==> config.mk <==
export PLATFORM = sky130hd
export DESIGN_NAME = logic_reduce_unit_flat
export DESIGN_NICKNAME = d
export VERILOG_FILES = /design/src/rtl/logic_reduce_unit_if.sv /design/src/rtl/logic_reduce_unit.sv /design/src/flat_wrapper.sv
export SDC_FILE = /design/constraint.sdc
export NUM_CORES = 1
export LEC_CHECK = 0
export BUFFER_PORTS_ARGS = -buffer_cell sky130_fd_sc_hd__buf_2
export CORE_MARGIN = 3
export CORE_UTILIZATION = 43
export DETAILED_ROUTE_END_ITERATION = 16
export GPL_TIMING_DRIVEN = 0
export SLEW_MARGIN = 40
export SYNTH_ARGS = -nofsm -noshare
export SYNTH_HDL_FRONTEND = slang
export SYNTH_SLANG_ARGS = --single-unit
==> constraint.sdc <==
create_clock -name clk -period 2.7 [get_ports clk]
set_input_delay 0.54 -clock clk [delete_from_list [all_inputs] [get_ports clk]]
set_output_delay 0.54 -clock clk [all_outputs]
set_load 0.05 [all_outputs]
==> src/rtl/logic_reduce_unit_if.sv <==
// Operand/result handshake bundle for logic_reduce_unit.
// The DUT side uses the slave modport; the operand source and result sink use master.
interface logic_reduce_unit_if #(
  parameter int WIDTH     = 8,
  parameter int MAX_BEATS = 16
);
  localparam int CNT_W = $clog2(MAX_BEATS + 1);

  logic [2:0]       op;
  logic             in_valid;
  logic             in_ready;
  logic [WIDTH-1:0] in_data;
  logic             in_last;
  logic             out_valid;
  logic             out_ready;
  logic [WIDTH-1:0] out_data;
  logic [CNT_W-1:0] out_count;
  logic             out_ovf;
  logic             out_bad_op;

  modport slave (
    input  op, in_valid, in_data, in_last, out_ready,
    output in_ready, out_valid, out_data, out_count, out_ovf, out_bad_op
  );

  modport master (
    output op, in_valid, in_data, in_last, out_ready,
    input  in_ready, out_valid, out_data, out_count, out_ovf, out_bad_op
  );
endinterface

==> src/rtl/logic_reduce_unit.sv <==
// Streaming bitwise reducer (AND/OR/XOR and inverted forms) with valid/ready on both sides.
// Define LOGIC_REDUCE_BACK2BACK_EN to let a new transaction start in the result-handshake cycle.
module logic_reduce_unit #(
  parameter int WIDTH     = 8,
  parameter int MAX_BEATS = 16
) (
  input logic                clk,
  input logic                rst_n,
  logic_reduce_unit_if.slave lr_if
);

  localparam int               CNT_W   = $clog2(MAX_BEATS + 1);
  localparam logic [CNT_W-1:0] CNT_MAX = CNT_W'(MAX_BEATS);
  localparam logic [CNT_W-1:0] CNT_ONE = CNT_W'(1);

  typedef enum logic [1:0] {
    ST_IDLE,
    ST_ACC,
    ST_OUT
  } state_e;

  state_e           state_q, state_d;
  logic             run_q;
  logic [WIDTH-1:0] acc_q, acc_d;
  logic [2:0]       op_q, op_d;
  logic [CNT_W-1:0] count_q, count_d;
  logic             ovf_q, ovf_d;
  logic [WIDTH-1:0] out_data_q, out_data_d;
  logic [CNT_W-1:0] out_count_q, out_count_d;
  logic             out_ovf_q, out_ovf_d;
  logic             out_bad_op_q, out_bad_op_d;

  logic in_ready;
  logic out_valid;
  logic beat_acc;
  logic res_acc;
  logic first_beat;

  // Base operation shared by a plain op and its inverted twin; reserved ops
  // still fold beats (result is forced to zero at the output instead).
  function automatic logic [WIDTH-1:0] combine(input logic [2:0]       op,
                                               input logic [WIDTH-1:0] a,
                                               input logic [WIDTH-1:0] b);
    case (op)
      3'd0, 3'd3: combine = a & b;
      3'd1, 3'd4: combine = a | b;
      default:    combine = a ^ b;
    endcase
  endfunction

  function automatic logic [WIDTH-1:0] finalize(input logic [2:0]       op,
                                                input logic [WIDTH-1:0] a);
    case (op)
      3'd0, 3'd1, 3'd2: finalize = a;
      3'd3, 3'd4, 3'd5: finalize = ~a;
      default:          finalize = '0;
    endcase
  endfunction

  // run_q holds in_ready low through reset and for no longer than one edge after it.
  always_comb begin
    // NOTE: every signal written in always_comb gets a default first, so no path can infer a latch.
    in_ready = 1'b0;
    case (state_q)
      ST_IDLE, ST_ACC: in_ready = run_q;
      ST_OUT: begin
`ifdef LOGIC_REDUCE_BACK2BACK_EN
        in_ready = lr_if.out_ready;
`else
        in_ready = 1'b0;
`endif
      end
      default: in_ready = 1'b0;
    endcase
  end

  assign out_valid  = (state_q == ST_OUT);
  assign beat_acc   = lr_if.in_valid & in_ready;
  assign res_acc    = out_valid & lr_if.out_ready;
  assign first_beat = (state_q != ST_ACC);

  always_comb begin
    state_d = state_q;
    case (state_q)
      ST_IDLE: begin
        if (beat_acc) state_d = lr_if.in_last ? ST_OUT : ST_ACC;
      end
      ST_ACC: begin
        if (beat_acc && lr_if.in_last) state_d = ST_OUT;
      end
      ST_OUT: begin
        if (res_acc) begin
          state_d = ST_IDLE;
`ifdef LOGIC_REDUCE_BACK2BACK_EN
          if (beat_acc) state_d = lr_if.in_last ? ST_OUT : ST_ACC;
`endif
        end
      end
      default: state_d = ST_IDLE;
    endcase
  end

  // Inputs are only looked at under beat_acc, so X on idle inputs never reaches state.
  always_comb begin
    acc_d        = acc_q;
    op_d         = op_q;
    count_d      = count_q;
    ovf_d        = ovf_q;
    out_data_d   = out_data_q;
    out_count_d  = out_count_q;
    out_ovf_d    = out_ovf_q;
    out_bad_op_d = out_bad_op_q;
    if (beat_acc) begin
      if (first_beat) begin
        acc_d   = lr_if.in_data;
        op_d    = lr_if.op;
        count_d = CNT_ONE;
        ovf_d   = 1'b0;
      end else begin
        acc_d   = combine(op_q, acc_q, lr_if.in_data);
        count_d = (count_q == CNT_MAX) ? CNT_MAX : count_q + CNT_ONE;
        ovf_d   = ovf_q | (count_q == CNT_MAX);
      end
      if (lr_if.in_last) begin
        out_data_d   = finalize(op_d, acc_d);
        out_count_d  = count_d;
        out_ovf_d    = ovf_d;
        out_bad_op_d = op_d[2] & op_d[1];
      end
    end
  end

  always_ff @(posedge clk or negedge rst_n) begin
    if (!rst_n) begin
      // NOTE: sequential state uses non-blocking assignments so every register samples pre-edge values.
      state_q      <= ST_IDLE;
      run_q        <= 1'b0;
      acc_q        <= '0;
      op_q         <= '0;
      count_q      <= '0;
      ovf_q        <= 1'b0;
      out_data_q   <= '0;
      out_count_q  <= '0;
      out_ovf_q    <= 1'b0;
      out_bad_op_q <= 1'b0;
    end else begin
      state_q      <= state_d;
      run_q        <= 1'b1;
      acc_q        <= acc_d;
      op_q         <= op_d;
      count_q      <= count_d;
      ovf_q        <= ovf_d;
      out_data_q   <= out_data_d;
      out_count_q  <= out_count_d;
      out_ovf_q    <= out_ovf_d;
      out_bad_op_q <= out_bad_op_d;
    end
  end

  assign lr_if.in_ready   = in_ready;
  assign lr_if.out_valid  = out_valid;
  assign lr_if.out_data   = out_data_q;
  assign lr_if.out_count  = out_count_q;
  assign lr_if.out_ovf    = out_ovf_q;
  assign lr_if.out_bad_op = out_bad_op_q;

endmodule
==> src/flat_wrapper.sv <==
// flat-port wrapper written by rule: the top's interface ports become plain ports
module logic_reduce_unit_flat 
#(
  parameter int WIDTH     = 8,
  parameter int MAX_BEATS = 16
)
  (clk, rst_n, lr_if_op, lr_if_in_valid, lr_if_in_data, lr_if_in_last, lr_if_out_ready, lr_if_in_ready, lr_if_out_valid, lr_if_out_data, lr_if_out_count, lr_if_out_ovf, lr_if_out_bad_op);
  logic_reduce_unit_if #(.WIDTH(WIDTH), .MAX_BEATS(MAX_BEATS)) lr_if_i ();
  input logic clk;
  input logic rst_n;
  input wire logic [$bits(lr_if_i.op)-1:0] lr_if_op;
  input wire logic [$bits(lr_if_i.in_valid)-1:0] lr_if_in_valid;
  input wire logic [$bits(lr_if_i.in_data)-1:0] lr_if_in_data;
  input wire logic [$bits(lr_if_i.in_last)-1:0] lr_if_in_last;
  input wire logic [$bits(lr_if_i.out_ready)-1:0] lr_if_out_ready;
  output wire logic [$bits(lr_if_i.in_ready)-1:0] lr_if_in_ready;
  output wire logic [$bits(lr_if_i.out_valid)-1:0] lr_if_out_valid;
  output wire logic [$bits(lr_if_i.out_data)-1:0] lr_if_out_data;
  output wire logic [$bits(lr_if_i.out_count)-1:0] lr_if_out_count;
  output wire logic [$bits(lr_if_i.out_ovf)-1:0] lr_if_out_ovf;
  output wire logic [$bits(lr_if_i.out_bad_op)-1:0] lr_if_out_bad_op;
  assign lr_if_i.op = lr_if_op;
  assign lr_if_i.in_valid = lr_if_in_valid;
  assign lr_if_i.in_data = lr_if_in_data;
  assign lr_if_i.in_last = lr_if_in_last;
  assign lr_if_i.out_ready = lr_if_out_ready;
  assign lr_if_in_ready = lr_if_i.in_ready;
  assign lr_if_out_valid = lr_if_i.out_valid;
  assign lr_if_out_data = lr_if_i.out_data;
  assign lr_if_out_count = lr_if_i.out_count;
  assign lr_if_out_ovf = lr_if_i.out_ovf;
  assign lr_if_out_bad_op = lr_if_i.out_bad_op;
  logic_reduce_unit #(.WIDTH(WIDTH), .MAX_BEATS(MAX_BEATS)) u_core (.clk(clk), .rst_n(rst_n), .lr_if(lr_if_i));
endmodule
==> results of run 1 <==
-- power breakdown --
| part | internal [uW] | switching, uW | total (uW) |
|---|---|---|---|
| Combinational | 396 | 691 | 1090 |
| Clock | 200 | 188 | 388 |
| Sequential | 659 | 95.3 | 754 |
| Total | 1260 | 974 | 2230 |
-- final timing paths --
check	startpoint	cells past startpoint	slack, ps	endpoint
worst max-delay path	u_core.state_q[1]	6	600	u_core.lr_if.out_data[7]
worst min-delay path	rst_n	1	210	u_core.lr_if.out_data[5]
worst max register to register	u_core.state_q[1]	6	600	u_core.lr_if.out_data[7]
worst min register to register	u_core.lr_if.out_count[1]	2	480	u_core.lr_if.out_count[1]
max in group asynchronous	rst_n	1	2160	u_core.ovf_q
min in group clk	lr_if_out_ready	2	430	u_core.state_q[1]
-- routing by layer --
layer | GRT usage | share of wire | vias to the layer above
met2 | 0.302 | 0.47 | 34
met4 | 0.0594 | 0.0089 | 0
met3 | 0.0321 | 0.043 | 4
met1 | 0.252 | 0.47 | 863
met5 | 0 | 0 | -
li1 | - | - | 881
-- layout make-up --
class | count | area share
Buffer | 13 | 0.0394
Clock buffer | 6 | 0.0321
Clock inverter | 1 | 0.00195
Inverter | 19 | 0.0278
Multi-Input combinational cell | 166 | 0.462
Sequential cell | 35 | 0.341
Tap cell | 67 | 0.0326
Timing Repair Buffer | 32 | 0.0633
-- flip-flops by register name (all words and copies together), names as in the netlist, 2 cells and up --
signal and cells:
u_core.state_q 2, u_core.count_q 5, u_core.op_q 3, u_core.lr_if.out_count 5, u_core.acc_q 8, u_core.lr_if.out_data 8
-- logic make-up (layout without fill, tap and decap cells) --
group,count (synthesis),in the layout,share of synthesized area
DFF,35,35,0.392
other,1,1,0.00168
and+or+nand+nor,74,74,0.170
adders and majority gates,18,18,0.101
muxes,5,5,0.0302
buffers and inverters,32,71,0.0772
xor gates and xnor gates,5,5,0.0229
AOI/OAI and AO/OA,63,63,0.205
-- cell usage after synthesis (all sizes together), types with 2 or more instances --
| cell | instances | area share |
|---|---|---|
| a211o | 3 | 0.012 |
| a211oi | 4 | 0.026 |
| a21oi | 7 | 0.016 |
| a221o | 8 | 0.036 |
| and3b | 6 | 0.024 |
| buf | 10 | 0.040 |
| clkbuf | 3 | 0.0050 |
| dfrtp | 35 | 0.39 |
| ha | 18 | 0.10 |
| inv | 19 | 0.032 |
| mux2 | 4 | 0.020 |
| nand2 | 25 | 0.043 |
| nand2b | 6 | 0.017 |
| nor2 | 18 | 0.030 |
| nor2b | 7 | 0.020 |
| nor3 | 6 | 0.013 |
| o21a | 3 | 0.010 |
| o21ai | 26 | 0.058 |
| o2bb2ai | 3 | 0.012 |
| o32a | 5 | 0.022 |
| xnor2 | 2 | 0.0078 |
| xor2 | 3 | 0.015 |
-- worst register-to-register path: cells and delay by family (launching register included) --
kind                   cells  cell delay, ps
AO/OA/AOI/OAI              3            1000
flip-flops                 1             430
AND/OR/NAND/NOR            2             420
buffers and inverters      1             190
-- through the flow --
step,instances,util
after floorplan,233,-
after global placement,332,0.508
after detailed placement,332,0.508
after CTS,339,0.526
after global routing,339,0.527
final,339,0.527
==> key figures, run 1 <==
Clocking
  • CTS tree: done
  • Post-CTS resize count: 0
  • Cts hold-fix bufs: 0
  • Reg clk slew, reported paths: 70 ps
  • Root Buffer: clkbuf_8
  • Worst skew pair latency: 280 ps
  • Clock sinks: 35
  • Cts bufs inserted: 5
  • H-tree depth: 2
  • Post-CTS Setup Inserts: 0
  • Clock tree buffer depth: 2

Placed design
  • Number of port buffers: 32
  • Hpwl dp: 3620 um
  • Pre-CTS setup slack: 470 ps
  • Placer's final routability congestion estimate: 0.750
  • Post-DP Area: 2480 sq um

Setup path
  • Nature of the critical path endpoint: flip-flop
  • Largest fanout on the critical path: 8
  • Max stage delay on crit path: 670 ps
  • Crit-path leading delay family: compound AO/OA/AOI/OAI gates
  • Crit path cell chain: and3b_1, buf_2, nand2_2, a21oi_1, o21a_1, a221o_1
  • Setup crit start kind: flip-flop
  • Slowest cell on crit path: a21oi_1
  • CP Buf/Inv Count: 1
  • Critical path class: reg -> reg
  • Critical Path RT: 2910 ps
  • CP arrival: 2320 ps

STA
  • Hold_ws: 206 ps
  • Slew at the pin with the worst max-slew slack: 798 ps
  • Final Max Slew Viols: 0
  • Slew HR: 0.468
  • RSZ-0062 raised after global routing: no
  • Fmax: 475 MHz
  • Setup violations, final: 0
  • Final hold vios: 0
  • Skew final: 8.67 ps
  • Final setup margin: 596 ps
  • Setup total negative slack: 0 ps
  • Crit share post-route: 0.779
  • Minimum clock period: 2100 ps

Routing
  • DR vias: 1782
  • # DRC: 0
  • Antenna-violating nets left: 0
  • 1st-pass router iterations: 4
  • DR vias/cell: 5.26
  • Total wire length: 5190 um
  • Starting DRC count in detailed routing: 64
  • Routed wire per std cell: 15.3 um

Die
  • Total die area: 6100 sq um
  • Die H: 78.1 um
  • Core area: 4880 sq um
  • Row cnt: 25
  • Die width: 78.1 um
  • I/O Pins: 33
  • Initial core utilization: 0.458

Worst hold path
  • Hold WC Path Type: in -> async

Layout
  • Area Overhead vs Synth: 14.9%
  • Share of cells above drive strength 1: 0.228
  • Nets@finish: 306
  • Layout fillers: 477
  • Design area: 2570 sq um
  • Ant diodes: 0
  • Most frequent cells in the layout: buf_2, dfrtp_1, o21ai_0
  • Most common cell after layout, fill and taps aside: buf_2
  • FF/Latch Area: 876 sq um
  • Area of the multi-input gates: 1190 sq um

Power and ir drop
  • PD cells: 867 nW/um^2
  • Worst VDD drop: 0.000328 V
  • P_leak: 0.00127 uW
  • Overall Power: 2230 uW

Status
  • Status: finished, final reports clean

Logic synthesis
  • Yosys warns: 0
  • Cell area after synthesis: 2240 sq um
  • Cell count after synthesis: 233
  • Asr flop ratio synth: 1.00
  • Prevailing post-synth register cell: dfrtp_1
  • Post-synthesis sequential area ratio: 0.392
  • EDFF count, synth: 0
  • #FFs+latches synth: 35
  • Syn_area_per_cell: 9.60 sq um
  • Post-Syn Nets: 267
  • Synth cell types: 41

Global routing
  • Number of global-route vias before repair: 1816
  • First-pass GRT wire length: 8890 um
  • Total congestion overflow: 0
  • Largest net degree at the start of global routing: 36
  • GRT Util Overall: 0.186
  • Initial antenna violation count: 0

Flow run
  • Max cap viols: 0
No activity file was read; power rests on OpenSTA's default activity.
==> run 2, diff against run 1 <==
--- a/config.mk
+++ b/config.mk
@@ -5,6 +5,7 @@
 export SDC_FILE = /design/constraint.sdc
 export NUM_CORES = 1
 export LEC_CHECK = 0
+export ABC_AREA = 1
 export BUFFER_PORTS_ARGS = -buffer_cell sky130_fd_sc_hd__buf_2
 export CORE_MARGIN = 3
 export CORE_UTILIZATION = 43
==> constraint.sdc (replaced) <==
create_clock -name clk -period 2.1 [get_ports clk]
set_input_delay 0.42 -clock clk [delete_from_list [all_inputs] [get_ports clk]]
set_output_delay 0.42 -clock clk [all_outputs]
set_load 0.05 [all_outputs]
==> key figures, run 2 <==
Clocking
  • Root Buffer: clkbuf_8
  • Post-CTS resize count: 0
  • Post-CTS Setup Inserts: 0
  • Cts hold-fix bufs: 0
  • Worst skew pair latency: 290 ps
  • Clock tree buffer depth: 2
  • Cts bufs inserted: 5
  • H-tree depth: 2
  • Reg clk slew, reported paths: 80 ps
  • CTS tree: done
  • Clock sinks: 35

STA
  • Setup violations, final: 0
  • Final Max Slew Viols: 0
  • Final setup margin: 362 ps
  • Crit share post-route: 0.828
  • Setup total negative slack: 0 ps
  • Fmax: 575 MHz
  • Final hold vios: 0
  • Skew final: 4.90 ps
  • RSZ-0062 raised after global routing: no
  • Minimum clock period: 1740 ps

Die
  • Total die area: 6100 sq um
  • Initial core utilization: 0.458
  • I/O Pins: 33
  • Die width: 78.1 um
  • Row cnt: 25
  • Die H: 78.1 um
  • Core area: 4880 sq um

Global routing
  • Largest net degree at the start of global routing: 36
  • GRT Util Overall: 0.194
  • Initial antenna violation count: 0
  • Total congestion overflow: 0
  • Number of global-route vias before repair: 1964
  • First-pass GRT wire length: 9340 um

Setup path
  • Critical Path Sink: lr_if_out_valid
  • Critical R2R Launch: u_core.state_q[0]
  • CP arrival: 1320 ps
  • Setup crit start kind: flip-flop
  • Slowest cell on crit path: dfrtp_1
  • Critical path class: reg -> out
  • Crit path depth: 3
  • Worst reg2reg path depth: 9
  • Nature of the critical path endpoint: output port
  • Reg-to-reg endpoint: u_core.lr_if.out_data[7]
  • Crit-path leading delay family: flip-flops
  • Reg2reg setup slack: 520 ps
  • Largest fanout on the critical path: 4
  • Critical Path RT: 1680 ps
  • Crit path launch: u_core.state_q[1]
  • CP Buf/Inv Count: 2
  • Max stage delay on crit path: 460 ps
  • Crit path cell chain: inv_2, nor2_1, buf_2

Logic synthesis
  • Yosys warns: 0
  • EDFF count, synth: 0
  • Asr flop ratio synth: 1.00
  • Cell count after synthesis: 304
  • Commonest cells in the netlist: nand2_1, nand3_1, dfrtp_1, inv_1, o21ai_0
  • Post-synth top area share: 0.392
  • Cell area after synthesis: 2240 sq um
  • Count leader, synth: nand2_1
  • Syn_area_per_cell: 7.35 sq um
  • Post-Syn Nets: 338
  • Area contributors post-synth: dfrtp_1, nand2_1, ha_1, nand3_1, inv_1
  • Post-synthesis sequential area ratio: 0.392
  • #FFs+latches synth: 35
  • Prevailing post-synth register cell: dfrtp_1
  • Synth cell types: 26
  • Synth area leader: dfrtp_1

Layout
  • Most frequent cells in the layout: nand2_1, nand3_1, inv_1, buf_2, dfrtp_1
  • Layout Cells excl Fill: 411
  • Share of cells above drive strength 1: 0.169
  • Layout fillers: 510
  • Ant diodes: 0
  • Nets@finish: 377
  • Most common cell after layout, fill and taps aside: nand2_1
  • Design area: 2620 sq um
  • Area Overhead vs Synth: 17.0%

Routing
  • Routed wire per std cell: 13.1 um
  • DR vias/cell: 4.83
  • Starting DRC count in detailed routing: 96
  • Total wire length: 5400 um
  • Antenna-violating nets left: 0
  • DR vias: 1986
  • 1st-pass router iterations: 4
  • # DRC: 0

Worst hold path
  • Hold WC Path Type: in -> async

Power and ir drop
  • P_leak: 0.00145 uW
  • PD cells: 1400 nW/um^2
  • Worst VDD drop: 0.000611 V
  • Overall Power: 3660 uW

Placed design
  • Hpwl dp: 3810 um
  • Post-DP Area: 2480 sq um
  • Pre-CTS setup slack: 508 ps
  • Placer's final routability congestion estimate: 0.834
  • Inst Count DP: 403
  • Number of port buffers: 32

Status
  • Status: finished, final reports clean

Flow run
  • Max cap viols: 0
run 2: cell families (layout without fill, tap and decap cells):
kind of cell | after synthesis | after routing | share of synthesized area
buffers and inverters | 48 | 88 | 0.0990
AOI/OAI and AO/OA | 28 | 28 | 0.0711
adders and majority gates | 18 | 18 | 0.101
xor gates and xnor gates | 2 | 2 | 0.00784
and+or+nand+nor | 172 | 172 | 0.328
other | 1 | 1 | 0.00168
DFF | 35 | 35 | 0.392
run 2: metal layers:
layer	track usage	up-vias	part of all wire
met5	0	-	0
met4	0.0612	0	0.012
met3	0.0356	6	0.042
met2	0.301	36	0.44
met1	0.274	911	0.50
li1	-	1033	-
run 2: worst reg2reg max path, stage by stage, from the launching register on:
cell and delay (ps):
dfrtp_1 440, inv_2 70, nor2_4 170, nand2_1 110, o21ai_2 110, nand2_4 140
nand2_4 140, nand3_1 100, nand3_1 120, nand2_1 70
run 2: final cells by class:
type,count,area [sq um],share of cell area
plain buffers,10,78.8,0.0301
flip-flops and latches,35,876,0.335
well taps,67,83.8,0.0321
clock buffers,6,72.6,0.0278
inverters,38,143,0.0545
repair buffers,32,163,0.0622
multi-input cells,221,1140,0.435
clock inverters,2,60.1,0.0230
run 2: how the worst min path moves through the flow:
stage                                    from                         to  slack (ps)  depth (start not counted)
CTS                                     rst_n   u_core.lr_if.out_data[2]         230                          1
global route                            rst_n   u_core.lr_if.out_data[3]         100                          1
finish                                  rst_n   u_core.lr_if.out_data[2]          70                          1
global placement     u_core.lr_if.out_data[2]   u_core.lr_if.out_data[2]         460                          2
floorplan                               rst_n            u_core.acc_q[0]         120                          0
detailed placement  u_core.lr_if.out_count[0]  u_core.lr_if.out_count[0]         460                          2
run 2: metrics by stage:
stage           util  hold slack (ps)
2_1_floorplan      -              124
3_3_place_gp   0.508              458
3_5_place_dp   0.508              461
4_1_cts        0.535              233
5_1_grt        0.536             98.6
6_report       0.536             70.9
run 2: power breakdown:
group	internal (uW)	switching [uW]
logic	584	1300
registers	890	148
clock network	475	260
total	1950	1710
